==> src/rtl/id_ex_stage_pkg.sv <==
// Shared definitions for the ID/EX stage: instruction field positions, the
// register-zero constant, the EX control flag bundle and the immediate extender.
package id_ex_stage_pkg;

    localparam int RS_MSB  = 25;
    localparam int RS_LSB  = 21;
    localparam int RT_MSB  = 20;
    localparam int RT_LSB  = 16;
    localparam int IMM_MSB = 15;
    localparam int IMM_LSB = 0;

    localparam logic [4:0] REG_ZERO = 5'd0;

    // The opaque ctrl field travels beside this bundle because its width is a
    // parameter of the stage, and a package typedef cannot depend on it.
    typedef struct packed {
        logic reg_write;
        logic mem_read;
        logic mem_write;
    } ex_flags_t;

    localparam ex_flags_t FLAGS_NONE = '0;

    function automatic logic [31:0] extend_imm(input logic [15:0] imm, input logic zero_ext);
        return zero_ext ? {16'h0000, imm} : {{16{imm[15]}}, imm};
    endfunction

endpackage

==> src/rtl/id_bypass_mux.sv <==
// WB-to-ID bypass for one source operand: the register file writes at the
// clock edge, so a same-cycle WB write to the source register must win.
module id_bypass_mux
    import id_ex_stage_pkg::*;
(
    input  logic [4:0]  src_reg_i,
    input  logic [31:0] reg_data_i,
    input  logic [4:0]  wb_reg_i,
    input  logic        wb_we_i,
    input  logic [31:0] wb_data_i,
    output logic [31:0] op_o
);

    logic hit;

    assign hit  = wb_we_i && (wb_reg_i != REG_ZERO) && (wb_reg_i == src_reg_i);
    assign op_o = hit ? wb_data_i : reg_data_i;

endmodule

==> src/rtl/id_ex_stage.sv <==
// ID/EX pipeline register with WB bypass, load-use bubble insertion, flush and hold.
// Optional load-use stall counter port enabled by defining ID_EX_STALL_CNT_EN.
module id_ex_stage
    import id_ex_stage_pkg::*;
#(
    parameter int CTRL_W = 8,
    parameter int CNT_W  = 32
) (
    input  logic              CLK,
    input  logic              Reset_L,
    input  logic              if_id_valid,
    input  logic [31:0]       if_id_instr,
    input  logic [31:0]       if_id_pc,
    input  logic [4:0]        id_rw,
    input  logic              id_usesRt,
    input  logic              id_regWrite,
    input  logic              id_memRead,
    input  logic              id_memWrite,
    input  logic              id_zeroExt,
    input  logic [CTRL_W-1:0] id_ctrl,
    input  logic [31:0]       BusA,
    input  logic [31:0]       BusB,
    input  logic [4:0]        rw5,
    input  logic              regWrite5,
    input  logic [31:0]       Busw,
    input  logic              ex_flush,
    input  logic              ex_hold,
    output logic              stall_id,
    output logic              ex_valid,
    output logic [31:0]       ex_opA,
    output logic [31:0]       ex_opB,
    output logic [31:0]       ex_imm,
    output logic [4:0]        ex_rs,
    output logic [4:0]        ex_rt,
    output logic [4:0]        ex_rw,
    output logic [31:0]       ex_pc,
    output logic              ex_regWrite,
    output logic              ex_memRead,
    output logic              ex_memWrite,
    output logic [CTRL_W-1:0] ex_ctrl
`ifdef ID_EX_STALL_CNT_EN
    ,
    output logic [CNT_W-1:0]  stall_cnt
`endif
);

    logic [4:0]  rs;
    logic [4:0]  rt;
    logic [15:0] imm;
    logic [31:0] opa_n;
    logic [31:0] opb_n;
    logic        hazard;
    logic        unused_ok;

    logic              valid_q, valid_d;
    ex_flags_t         flags_q, flags_d;
    logic [CTRL_W-1:0] ctrl_q,  ctrl_d;
    logic [31:0]       opa_q,   opa_d;
    logic [31:0]       opb_q,   opb_d;
    logic [31:0]       imm_q,   imm_d;
    logic [4:0]        rs_q,    rs_d;
    logic [4:0]        rt_q,    rt_d;
    logic [4:0]        rw_q,    rw_d;
    logic [31:0]       pc_q,    pc_d;

    assign rs        = if_id_instr[RS_MSB:RS_LSB];
    assign rt        = if_id_instr[RT_MSB:RT_LSB];
    assign imm       = if_id_instr[IMM_MSB:IMM_LSB];
    assign unused_ok = &{1'b0, if_id_instr[31:26]};

    id_bypass_mux u_bypass_a (
        .src_reg_i  (rs),
        .reg_data_i (BusA),
        .wb_reg_i   (rw5),
        .wb_we_i    (regWrite5),
        .wb_data_i  (Busw),
        .op_o       (opa_n)
    );

    id_bypass_mux u_bypass_b (
        .src_reg_i  (rt),
        .reg_data_i (BusB),
        .wb_reg_i   (rw5),
        .wb_we_i    (regWrite5),
        .wb_data_i  (Busw),
        .op_o       (opb_n)
    );

    assign hazard = valid_q && flags_q.mem_read && (rw_q != REG_ZERO) && if_id_valid &&
                    ((rw_q == rs) || (id_usesRt && (rw_q == rt)));

    // A flush kills the instruction in ID, so there is nothing to stall for.
    assign stall_id = Reset_L && !ex_flush && (ex_hold || hazard);

    always_comb begin
        valid_d = valid_q;
        flags_d = flags_q;
        ctrl_d  = ctrl_q;
        opa_d   = opa_q;
        opb_d   = opb_q;
        imm_d   = imm_q;
        rs_d    = rs_q;
        rt_d    = rt_q;
        rw_d    = rw_q;
        pc_d    = pc_q;
        if (ex_flush) begin
            valid_d = 1'b0;
            flags_d = FLAGS_NONE;
            ctrl_d  = '0;
        end else if (!ex_hold) begin
            if (hazard) begin
                valid_d = 1'b0;
                flags_d = FLAGS_NONE;
                ctrl_d  = '0;
            end else begin
                valid_d = if_id_valid;
                flags_d = if_id_valid ? '{reg_write: id_regWrite,
                                          mem_read:  id_memRead,
                                          mem_write: id_memWrite} : FLAGS_NONE;
                ctrl_d  = if_id_valid ? id_ctrl : '0;
                opa_d   = opa_n;
                opb_d   = opb_n;
                imm_d   = extend_imm(imm, id_zeroExt);
                rs_d    = rs;
                rt_d    = rt;
                rw_d    = id_rw;
                pc_d    = if_id_pc;
            end
        end
    end

    always_ff @(posedge CLK or negedge Reset_L) begin
        if (!Reset_L) begin
            valid_q <= 1'b0;
            flags_q <= FLAGS_NONE;
            ctrl_q  <= '0;
            opa_q   <= '0;
            opb_q   <= '0;
            imm_q   <= '0;
            rs_q    <= '0;
            rt_q    <= '0;
            rw_q    <= '0;
            pc_q    <= '0;
        end else begin
            valid_q <= valid_d;
            flags_q <= flags_d;
            ctrl_q  <= ctrl_d;
            opa_q   <= opa_d;
            opb_q   <= opb_d;
            imm_q   <= imm_d;
            rs_q    <= rs_d;
            rt_q    <= rt_d;
            rw_q    <= rw_d;
            pc_q    <= pc_d;
        end
    end

    assign ex_valid    = valid_q;
    assign ex_opA      = opa_q;
    assign ex_opB      = opb_q;
    assign ex_imm      = imm_q;
    assign ex_rs       = rs_q;
    assign ex_rt       = rt_q;
    assign ex_rw       = rw_q;
    assign ex_pc       = pc_q;
    assign ex_regWrite = flags_q.reg_write;
    assign ex_memRead  = flags_q.mem_read;
    assign ex_memWrite = flags_q.mem_write;
    assign ex_ctrl     = ctrl_q;

`ifdef ID_EX_STALL_CNT_EN
    logic [CNT_W-1:0] cnt_q, cnt_d;

    always_comb begin
        cnt_d = cnt_q;
        if (hazard && !ex_flush && !ex_hold && (cnt_q != {CNT_W{1'b1}})) begin
            cnt_d = cnt_q + 1'b1;
        end
    end

    always_ff @(posedge CLK or negedge Reset_L) begin
        if (!Reset_L) begin
            cnt_q <= '0;
        end else begin
            cnt_q <= cnt_d;
        end
    end

    assign stall_cnt = cnt_q;
`else
    localparam int UNUSED_CNT_W = CNT_W;
`endif

endmodule
==> config.mk <==
export PLATFORM = sky130hd
export DESIGN_NAME = id_ex_stage
export DESIGN_NICKNAME = d
export VERILOG_FILES = /design/src/rtl/id_ex_stage_pkg.sv /design/src/rtl/id_bypass_mux.sv /design/src/rtl/id_ex_stage.sv
export SDC_FILE = /design/constraint.sdc
export NUM_CORES = 1
export LEC_CHECK = 0
export CORE_AREA = 4 4 162 132
export CTS_BUF_LIST = sky130_fd_sc_hd__clkbuf_8
export DETAILED_ROUTE_END_ITERATION = 7
export DIE_AREA = 0 0 166 136
export GPL_ROUTABILITY_DRIVEN = 0
export PLACE_DENSITY = 0.83
export SETUP_SLACK_MARGIN = 0.4
export SLEW_MARGIN = 20
export SYNTH_ARGS = -nofsm -noshare
export SYNTH_HDL_FRONTEND = slang
export SYNTH_HIERARCHICAL = 1
export SYNTH_SLANG_ARGS = --single-unit
==> constraint.sdc <==
create_clock -name CLK -period 2.65 [get_ports CLK]
set_input_delay 0.3975 -clock CLK [delete_from_list [all_inputs] [get_ports CLK]]
set_output_delay 0.3975 -clock CLK [all_outputs]
set_load 0.02 [all_outputs]
# Word level (Yosys, flattened, before mapping)
# Index checks and enable logic that the tools add are counted.
[totals]
ff_bits = 155
input_bits = 189
out_inout_bits = 156
word_cells = 50
[classes]
n_eq_ne = 5
muxes = 14
bitwise_logic = 3
reduce_logical = 16
[op_table]
columns = ["cell", "count"]
rows = [
  ["two-way mux 32 bit", 3],
  ["two-way mux 8 bit", 4],
  ["== test 5 bit", 4],
  ["two-way mux 3 bit", 4],
  ["logical AND 1 bit", 10],
  ["nonzero test 5 bit", 2],
  ["two-way mux 1 bit", 3],
  ["NOT 1 bit", 3],
  ["AND reduction 3 bit", 1],
  ["logical OR 1 bit", 2],
  ["inequality test 2 bit (second input constant)", 1],
  ["logical NOT 1 bit", 1],
]

# Depth between registers and ports, before layout
[depth]
word_depth = 7
depth_mapped = 7
ltp_nobuf = 5

# By module
# Netlist, hierarchy kept.
[modules_own_cells]
columns = ["module", "instances", "cells_each", "area_each_um2", "seq_area_each_um2"]
rows = [
  ["id_ex_stage", 1, 338, 6022.0, 3503.4],
  ["id_bypass_mux", 2, 45, 594.3, 0.0],
]

# Least setup slack after synthesis
# No wires, ideal clock.
[synth_path]
path_kind = "reg2out"
from = "reg rw_q[0] (netlist: ex_rw[0])"
to = "out stall_id"
arrival_time_ns = 1.684
required_time_ns = 2.253
slack_ns = 0.569
stages_incl_launch_ff = 6
n_path_buf = 0
cell_sequence = "dfrtp_1 xnor2_1 nand3_2 o22ai_4 a21oi_1 nor3b_1"
[synth_between]
elab_chain_len = 6
elab_cells_between_ends = 10
cone_classes = "2 x eq/ne; 8 x reduce/logical"
[synth_rtl]
columns = ["item", "line_no", "rtl"]
rows = [
  ["start: declaration", "id_ex_stage.sv:63", "logic [4:0] rw_q, rw_d;"],
  ["start signal: assignment", "id_ex_stage.sv:153", "rw_q <= rw_d;"],
  ["== test 5 bit or nonzero test 5 bit (tied branches)", "id_ex_stage.sv:90, id_ex_stage.sv:89", ""],
  ["logical AND 1 bit (on tied branches)", "id_ex_stage.sv:90, id_ex_stage.sv:89", ""],
  ["logical OR 1 bit or logical AND 1 bit (tied branches)", "id_ex_stage.sv:90, id_ex_stage.sv:89", ""],
  ["logical AND 1 bit *", "id_ex_stage.sv:89", "assign hazard = valid_q && flags_q.mem_read && (rw_q != REG_ZERO) && if_id_valid &&"],
  ["logical OR 1 bit *", "id_ex_stage.sv:93", "assign stall_id = Reset_L && !ex_flush && (ex_hold || hazard);"],
  ["logical AND 1 bit *", "id_ex_stage.sv:93", ""],
  ["end: declaration", "id_ex_stage.sv:28", "output logic stall_id,"],
]
# Mark *: on every way between the ends. The rest lies on a longest branch, timed or not.

# Worst setup path after layout
[layout_path]
from = "reg rw_q[3] (netlist: ex_rw[3])"
to = "out stall_id"
# The elaborated chain is that of the path after synthesis.

==> results_dict.tcl <==
set metrics [dict create \
    synth_top_area_share_pct 48.6 \
    first_pass_iters 4 \
    max_freq_ghz 0.436 \
    netlist_top_cells_area "dfrtp_1 (49%), mux2_4 (33%), buf_12 (3.1%)" \
    clockBufferDepth 2 \
    synth_edf_count 0 \
    synthFlopType "dfrtp_1" \
    nNetsFinal 985 \
    cpPeakStageDelay_ns 0.47 \
    cts_tree "built" \
    area_growth_pct 59.2 \
    grt_max_degree 141 \
    ys_seq_area_share_pct 48.6 \
    yosysWarnings 6 \
    netlist_area_um2 7210 \
    drive_gt1_share_pct 34.0 \
    synth_cell_types 27 \
    drtIter0Drc 150 \
    hold_viol 0 \
    regArea_um2 3510 \
    maxSlewHeadroom_pct 50.3 \
    cp_slowest_cell "dfrtp_2" \
    critical_path.startpoint "ex_rw[3]" \
    finalInstanceArea_um2 11500 \
    reg2reg_slack_ns 0.45 \
    dpl_cell_area_um2 10900 \
    grt_pass1_vias 5445 \
    setup_ws_ns 0.356 \
    status "finished, final reports clean" \
    synth_commonest_cells "mux2_4 (160), dfrtp_1 (140), mux2_1 (19)" \
    syn_nets 617 \
    hold-worst-slack_ns 0.110 \
    grt_overflow 0 \
    port_buffers 338 \
    crit_arrival_ns 1.90 \
    die_area_um2 22600 \
    core_area_um2 19700 \
    via_count 4922 \
    synth_seq_cells 140 \
    path_cells "xnor2_2 > nand4_2 > o22ai_4 > a21oi_2 > nor3b_2 > buf_4" \
    die_x_um 166 \
    clock_latency_ns 0.42 \
    ant_nets 0 \
    yosysTopAreaCell "dfrtp_1" \
    cts-root-buf "clkbuf_8" \
    crit_type "reg2out" \
    rr_endpoint "ex_opB[31]" \
    drv_cap 0 \
    routed_via_density 4.59 \
    die-height_um 136 \
    rsz0062_at_grt "true" \
    period_needed_ns 2.29 \
    wl_per_cell_um 19.2 \
    reg2reg_depth 7 \
    fin_crit_sh_pct 86.6 \
    start_util_pct 36.5 \
    synth_area_per_cell_um2 16.8 \
    instances_no_fill 1072 \
    drc_errors 0 \
    cts_sinks 140 \
    critPathRequiredTime_ns 2.25 \
    cts.reportedPaths.clkPinSlew_ns 0.09 \
    synthCells 428 \
    multi_input_area_um2 3320 \
    async_reset_ff_share_pct 100 \
    ir_drop_uv 367 \
    diodes 0 \
    endpoint_kind "output port" \
    grt_pass1_wl_um 30700 \
    setup_viol 0 \
    place_inst 1029 \
    hold_path.class "in2async" \
    leakage_nw 4.92 \
    worst_slew_pin_slew_ns 0.746 \
    hpwl_um 15200 \
    powerDensity_nw_per_um2 584 \
    skew_ns 0.0136 \
    io_pins 345 \
    gr-usage-all-layers_pct 17.4 \
    cp_max_fo 4 \
    yosys.cell_count.top_type "mux2_4" \
    antenna_found_initial 1 \
    rows 46 \
    slew_viol_final 0 \
    r2r_start "ex_rw[0]" \
    wl_um 20600 \
    cts_made_buffers 17 \
    htree_levels 4 \
    worst_setup_path_start_kind "flop" \
    pre_cts_ws_ns -0.219 \
    final.fill_count 1544 \
]
-- state kept, by name, summed over array words and instances, names as in the netlist --
signal	flops
ex_opA	32
ex_regWrite	1
ex_rw	5
ex_memWrite	1
ex_imm	17
ex_rs	5
ex_valid	1
ex_pc	32
ex_ctrl	8
ex_rt	5
ex_memRead	1
ex_opB	32
-- through the flow --
step | TNS (ns) | power, mW | util (%)
2_1_floorplan | 0 | 3.76 | -
3_3_place_gp | -0.196 | 4.86 | 55.0
3_5_place_dp | -0.327 | 4.90 | 55.0
4_1_cts | 0 | 6.77 | 57.5
5_1_grt | 0 | 7.00 | 58.2
6_report | 0 | 6.70 | 58.2
-- cell families (layout without fill, tap and decap cells) --
kind of cell | Yosys count | count (layout) | synth area share, %
AOI/OAI and AO/OA | 22 | 22 | 3.47
xor gates and xnor gates | 18 | 18 | 2.19
buffers and inverters | 39 | 419 | 6.25
DFF | 140 | 140 | 48.6
muxes | 191 | 191 | 38.2
and+or+nand+nor | 18 | 18 | 1.35
-- report_power, final --
part / total [mW] / internal (mW) / leakage [nW] / switching [mW]
combinational: 2.27 / 1.34 / 3.06 / 0.924
clock: 1.80 / 0.931 / 0.200 / 0.871
sequential: 2.64 / 2.44 / 1.66 / 0.196
-- worst max path at each step --
stage	cells after the start	end
3_5_place_dp	7	stall_id
3_3_place_gp	7	stall_id
2_1_floorplan	5	stall_id
4_1_cts	6	stall_id
5_1_grt	6	stall_id
6_report	6	stall_id
-- area by class of cell --
cell class / count / share of cell area (%)
repair buffers: 386 / 34.0
flip-flops and latches: 140 / 30.6
multi-input cells: 249 / 28.9
well taps: 264 / 2.88
clock buffers: 17 / 2.04
clock inverters: 14 / 1.48
inverters: 2 / 0.0654
-- repair_timing --
action	CTS	global route
gates cloned	0	2
gates resized for setup	20	7
pin swaps	2	3
endpoints found under the setup margin	13	85
hold buffers	0	0
setup buffers	3	7
-- critical path: cells and delay by family, from the launching register on --
family                 cells  cell delay (ns)
AND/OR/NAND/NOR            2             0.36
XOR/XNOR                   1             0.20
flip-flops                 1             0.47
AO/OA/AOI/OAI              2             0.26
buffers and inverters      1             0.18
-- metal layers --
layer,global-route usage [%],vias to the layer above,share of wire (%)
met3,7.01,16,7.7
met5,0,-,0.063
met1,20.6,2444,42
li1,-,2251,-
met2,29.8,209,49
met4,4.44,2,1.3
-- layout by cell type (no fill, tap or decap), types with 2 or more instances in the layout --
cell / n
a211oi_4: 3
a22o_1: 11
buf_12: 8
buf_4: 36
buf_6: 3
bufinv_16: 3
clkbuf_16: 2
clkbuf_8: 17
clkdlybuf4s50_1: 336
clkinv_2: 2
clkinv_4: 2
clkinvlp_4: 3
dfrtp_1: 134
dfrtp_2: 6
inv_1: 3
inv_6: 3
mux2_1: 19
mux2_2: 12
mux2_4: 160
nand2_1: 6
nand3_1: 3
nor2_1: 3
o41ai_2: 2
xnor2_1: 12
xnor2_2: 6
Power figures use the tool's default switching activity.
